## config.mk

```make
export PLATFORM = sky130hd
export DESIGN_NAME = pda_char_feeder
export DESIGN_NICKNAME = d
export VERILOG_FILES = /design/src/rtl/pda_char_feeder.sv
export SDC_FILE = /design/constraint.sdc
export NUM_CORES = 1
export LEC_CHECK = 0
export ABC_AREA = 1
export CORE_MARGIN = 3
export CORE_UTILIZATION = 55
export CTS_CLUSTER_SIZE = 10
export DETAILED_ROUTE_END_ITERATION = 10
export DONT_BUFFER_PORTS = 1
export PLACE_DENSITY = 0.84
export REMOVE_ABC_BUFFERS = 1
export SKIP_LAST_GASP = 1
export SLEW_MARGIN = 10
export SYNTH_ARGS = -nofsm -noshare
export SYNTH_HDL_FRONTEND = slang
export SYNTH_SLANG_ARGS = --single-unit
```

## constraint.sdc

```tcl
create_clock -name clock -period 3.2 [get_ports clock]
set_clock_uncertainty 0.15 [all_clocks]
set_input_delay 0.16 -clock clock [delete_from_list [all_inputs] [get_ports clock]]
set_output_delay 0.16 -clock clock [all_outputs]
set_load 0.02 [all_outputs]
```

## src/rtl/pda_char_feeder.sv

```systemverilog
// Store-and-forward character feeder for the pattern-matching PDA.
// Buffers host strings and replays each complete one gap-free, followed by separators.
module pda_char_feeder #(
    parameter int         DEPTH      = 16,
    parameter logic [7:0] SEP_CHAR   = 8'h00,
    parameter int         SEP_CYCLES = 2,
    parameter int         CNT_W      = 16
) (
    input  logic                      clock,
    input  logic                      reset,
    input  logic [7:0]                s_data,
    input  logic                      s_valid,
    input  logic                      s_last,
    output logic                      s_ready,
    output logic [7:0]                out_char,
    output logic                      out_valid,
    output logic                      out_eos,
    output logic [CNT_W-1:0]          str_count,
    output logic [$clog2(DEPTH):0]    fifo_level,
    output logic                      overflow_err
);
    localparam int AW = $clog2(DEPTH);
    localparam int LW = AW + 1;
    localparam int SW = $clog2(SEP_CYCLES) + 1;

    typedef enum logic {W_ACCEPT, W_DISCARD} wstate_t;
    typedef enum logic [1:0] {R_IDLE, R_SEND, R_SEP} rstate_t;

    wstate_t wstate, wstate_nxt;
    rstate_t rstate, rstate_nxt;

    logic [8:0]    mem [DEPTH];
    logic [8:0]    head;
    logic [LW-1:0] wr_ptr, rd_ptr, str_start, complete_cnt;
    logic [SW-1:0] sep_cnt, sep_cnt_nxt;
    logic          out_last;
    logic          push, pop, rewind, done, inc;
    logic [7:0]    out_char_nxt;
    logic          out_valid_nxt, out_eos_nxt;

    // Pointers carry one extra wrap bit so full and empty are distinguishable.
    assign fifo_level = wr_ptr - rd_ptr;
    assign head       = mem[rd_ptr[AW-1:0]];
    assign inc        = push & s_last;

    always_comb begin
        wstate_nxt = wstate;
        s_ready    = 1'b0;
        push       = 1'b0;
        rewind     = 1'b0;
        case (wstate)
            W_ACCEPT: begin
                s_ready = (fifo_level < LW'(DEPTH));
                push    = s_valid & s_ready;
                // Full with no complete string: this partial string can never finish.
                if (fifo_level == LW'(DEPTH) && complete_cnt == '0) begin
                    rewind     = 1'b1;
                    wstate_nxt = W_DISCARD;
                end
            end
            W_DISCARD: begin
                s_ready = 1'b1;
                if (s_valid && s_last) wstate_nxt = W_ACCEPT;
            end
            default: wstate_nxt = W_ACCEPT;
        endcase
    end

    always_comb begin
        rstate_nxt    = rstate;
        pop           = 1'b0;
        done          = 1'b0;
        sep_cnt_nxt   = sep_cnt;
        out_char_nxt  = out_char;
        out_valid_nxt = out_valid;
        out_eos_nxt   = 1'b0;
        case (rstate)
            R_IDLE: begin
                out_char_nxt  = SEP_CHAR;
                out_valid_nxt = 1'b0;
                if (complete_cnt != '0) begin
                    pop        = 1'b1;
                    rstate_nxt = R_SEND;
                end
            end
            R_SEND: begin
                if (out_last) begin
                    done          = 1'b1;
                    out_char_nxt  = SEP_CHAR;
                    out_valid_nxt = 1'b0;
                    out_eos_nxt   = 1'b1;
                    sep_cnt_nxt   = SW'(1);
                    rstate_nxt    = R_SEP;
                end else begin
                    pop = 1'b1;
                end
            end
            R_SEP: begin
                out_char_nxt  = SEP_CHAR;
                out_valid_nxt = 1'b0;
                if (sep_cnt == SW'(SEP_CYCLES - 1)) rstate_nxt = R_IDLE;
                else sep_cnt_nxt = sep_cnt + 1'b1;
            end
            default: rstate_nxt = R_IDLE;
        endcase
        if (pop) begin
            out_char_nxt  = head[7:0];
            out_valid_nxt = 1'b1;
        end
    end

    always_ff @(posedge clock) begin
        if (push) mem[wr_ptr[AW-1:0]] <= {s_last, s_data};
    end

    always_ff @(posedge clock) begin
        if (reset) begin
            wstate       <= W_ACCEPT;
            rstate       <= R_IDLE;
            wr_ptr       <= '0;
            rd_ptr       <= '0;
            str_start    <= '0;
            complete_cnt <= '0;
            sep_cnt      <= '0;
            out_last     <= 1'b0;
            out_char     <= SEP_CHAR;
            out_valid    <= 1'b0;
            out_eos      <= 1'b0;
            str_count    <= '0;
            overflow_err <= 1'b0;
        end else begin
            wstate    <= wstate_nxt;
            rstate    <= rstate_nxt;
            sep_cnt   <= sep_cnt_nxt;
            out_char  <= out_char_nxt;
            out_valid <= out_valid_nxt;
            out_eos   <= out_eos_nxt;
            if (rewind) wr_ptr <= str_start;
            else if (push) wr_ptr <= wr_ptr + 1'b1;
            if (inc) str_start <= wr_ptr + 1'b1;
            if (rewind) overflow_err <= 1'b1;
            if (pop) begin
                rd_ptr   <= rd_ptr + 1'b1;
                out_last <= head[8];
            end
            complete_cnt <= complete_cnt + LW'(inc) - LW'(done);
            if (done) str_count <= str_count + 1'b1;
        end
    end
endmodule
```

==> metrics.md <==
| Metric | Value |
|---|---|
| Status | `completed` |
| Arrival time worst endpoint | `3.33 ns` |
| CP Max Fanout | `3` |
| CTS Root Cell | `clkbuf_16` |
| # IOs | `between 40 and 50` |
| Slew headroom | `0.464` |
| Area contributors post-synth | `edfxtp_1 (51%), dfxtp_1 (13%), nand2_1 (9.8%)` |
| Biggest area consumer among synthesized cells | `edfxtp_1` |
| Final wirelength | `between 15 and 20 mm` |
| Latest clock arrival within the worst-skew pair | `0.51 ns` |
| Synthesized area | `roughly 0.0085 mm^2` |
| Final hold violations | `0` |
| Dpl cell area | `slightly below 0.009 mm^2` |
| Layout cells sized above 1 | `0.0966` |
| Number of flops mapped to enable cells by yosys | `roughly 140` |
| PortBufs | `0` |
| Largest stage delay on the critical path | `approximately 0.4 ns` |
| Via count | `about 6300` |
| Area Growth Syn to Fin | `13.8%` |
| Cell count after synthesis | `~840` |
| FF+latch area | `~0.0055 mm^2` |
| Predominant post-synthesis flop cell | `edfxtp_1` |
| Row cnt | `44` |
| Max Root-Sink Buffers | `3` |
| Final net count | `around 900` |
| Ys async rst share | `0` |
| Multi-input gate area | `0.00272 mm^2` |
| FF+latch count, synth | `201` |
| Worst path most repeated cell | `inv_1` |
| Crit share post-route | `0.952` |
| Static Leak | `between 3 and 4 nW` |
| Iteration-0 DRC Markers | `858` |
| Die W | `~130 um` |
| Total power | `~8.0 mW` |
| GR Overflow Total | `0` |
| Min cycle time layout | `just over 3 ns` |
| Data required time at the worst endpoint | `roughly 3.5 ns` |
| Worst path bufs/invs | `5` |
| Worst min path class | `in2reg` |
| Total GRT Usage | `0.238` |
| CTS tree | `built` |
| Pwr dens | `slightly above 800 mW/mm^2` |
| Final Core Density | `0.654` |
| Most common cell in the synthesized netlist | `nand2_1` |
| Full die area | `around 0.017 mm^2` |
| Wire per inst | `18.5 um` |
| Max VDD drop | `~0.51 mV` |
| First-pass GRT wire length | `between 30 and 40 mm` |
| Clock transition at path regs | `approximately 0.060 ns` |
| Filler cell count | `~1000` |
| Share of the synthesized area in the top cell type | `0.506` |
| DRT antenna net count | `0` |
| Pins over their slew limit | `0` |
| Kind of critical path | `reg2reg` |
| Number of global-route vias before repair | `~5900` |
| Final instance area | `between 0.009 and 0.01 mm^2` |
| Die height | `between 100 and 150 um` |
| H-tree Lvls | `1` |
| Crit. End Element | `flop` |
| Worst-margin pin slew | `between 0.8 and 0.9 ns` |
| Seq/Total Area, Yosys | `0.640` |
| Ys Warns | `0` |
| Post-Place Cells | `~1000` |
| Placer Congestion | `between 0.8 and 0.9` |
| Avg Vias per Cell | `between 5 and 6` |
| Number of clock sinks | `between 200 and 250` |
| DRC Markers | `0` |
| Total CTS buffers | `24` |
| Final setup fails | `0` |
| Antenna Cells | `0` |
| Detailed placement HPWL | `between 10 and 15 mm` |
| Final worst slack | `0.154 ns` |
| Crit-path cells | `inv_2 -> ha_1 -> inv_1 -> fa_2 -> nand2_2 -> nand2_1 -> nand2_1 -> nand2_2 -> nand2_4 -> nand2_4 -> inv_8 -> nand2_8 -> ha_4 -> inv_1 -> ha_2 -> inv_1 -> fa_2 -> o31ai_4 -> o21ai_1 -> a21oi_1` |
| Initial cell density of the core | `0.575` |
| Crit-path slowest cell | `fa_2` |
| Final non-filler cell total | `1074` |
| Initial antenna violation count | `1` |
| Max Cap Viol | `0` |
| Crit-path leading delay family | `adder cells` |
| Drt pass-1 iters | `5` |
| Largest net degree at the start of global routing | `73` |
| Core area | `~0.015 mm^2` |
| Synth top cells by count | `nand2_1 (222), nand3_1 (147), edfxtp_1 (144), dfxtp_1 (57), inv_1 (53)` |
| Fmax achieved | `about 0.33 GHz` |
| Netlist cell types | `37` |
| Synth Area per Inst | `~10 um^2` |
| Startpoint Class | `flop` |
| Dpl ws | `-0.0503 ns` |
==> registers in the layout (all words and copies together), names as in the netlist, 2 cells and up, named ones only <==
name,cells
complete_cnt,5
wr_ptr,5
mem,144
out_char,8
str_count,16
sep_cnt,2
rd_ptr,5
str_start,5
rstate,2
==> tightest hold or removal path, stage by stage <==
cell and delay, ns:
inv_1 0.04, nor2_1 0.05, nand2_4 0.09, inv_8 0.04, nand2_8 0.05, buf_4 0.15, a21oi_1 0.08
==> placed cells by master, fill, tap and decap left out, types with 2 or more instances in the layout <==
cell	n
clkbuf_16	24
edfxtp_1	144
nor2_1	51
o21ai_1	5
o21ai_0	14
nand3_1	147
buf_4	28
buf_12	2
dfxtp_1	55
nand4_1	3
inv_2	4
nand2_4	2
inv_1	52
nor3_1	8
dlygate4sd3_1	12
a21oi_1	41
nand2_1	221
a211oi_1	3
nand3_4	2
clkinv_1	3
dfxtp_2	2
nand2_2	4
xor2_1	6
fa_2	2
a31oi_1	3
nor2_4	4
clkbuf_1	17
ha_1	15
==> final timing paths <==
kind         slack, ns               to          from  cells past startpoint
max               0.15  complete_cnt[4]     wr_ptr[0]                     20
min               0.07     str_start[1]       s_valid                      7
max reg2reg       0.15  complete_cnt[4]     wr_ptr[0]                     20
min reg2reg       0.31     str_start[3]  str_start[3]                      2
==> routing by layer <==
metal  vias up  routed length (um)  GRT usage
li1       2931                   -          -
met1      2952                7650      0.327
met2       355                9580      0.383
met3        65                2030     0.0496
met4         2                 629     0.0811
met5         -                  13          0
==> cell type report <==
class                      count  area share
clock buffer                  41      0.0683
clock inverter                 3     0.00296
inverter                      61      0.0248
multi-input combinational    542       0.280
sequential                   201       0.562
tap                          184      0.0237
timing repair buffer          42      0.0381
==> cell families after synthesis <==
| family | synth area share |
|---|---|
| and+or+nand+nor | 0.235 |
| DFF | 0.640 |
| buffers and inverters | 0.0460 |
| AOI/OAI and AO/OA | 0.0439 |
| adders and majority gates | 0.0296 |
| xor gates and xnor gates | 0.00615 |
==> per-stage QoR <==
step	setup TNS (ns)	hold WS (ns)
global placement	0	0.0856
detailed placement	-0.0503	0.0869
CTS	0	0.00530
finish	0	0.0678
global route	-0.0126	0.0848
floorplan	0	0.0767
==> power breakdown <==
group	total (mW)	switching (mW)	internal, mW
sequential	3.23	0.201	3.02
combinational	2.36	1.62	0.734
clock	2.40	0.995	1.41
==> repair_timing <==
action                                 4_1_cts  5_1_grt
endpoints found under the hold margin      182        0
hold buffers                                13        0
setup endpoints to repair                    1        2
gates resized for setup                      2        8
setup buffers                                0        2
pin swaps                                    0        3
cloned                                       0        0
No activity file was read; power rests on OpenSTA's default activity.
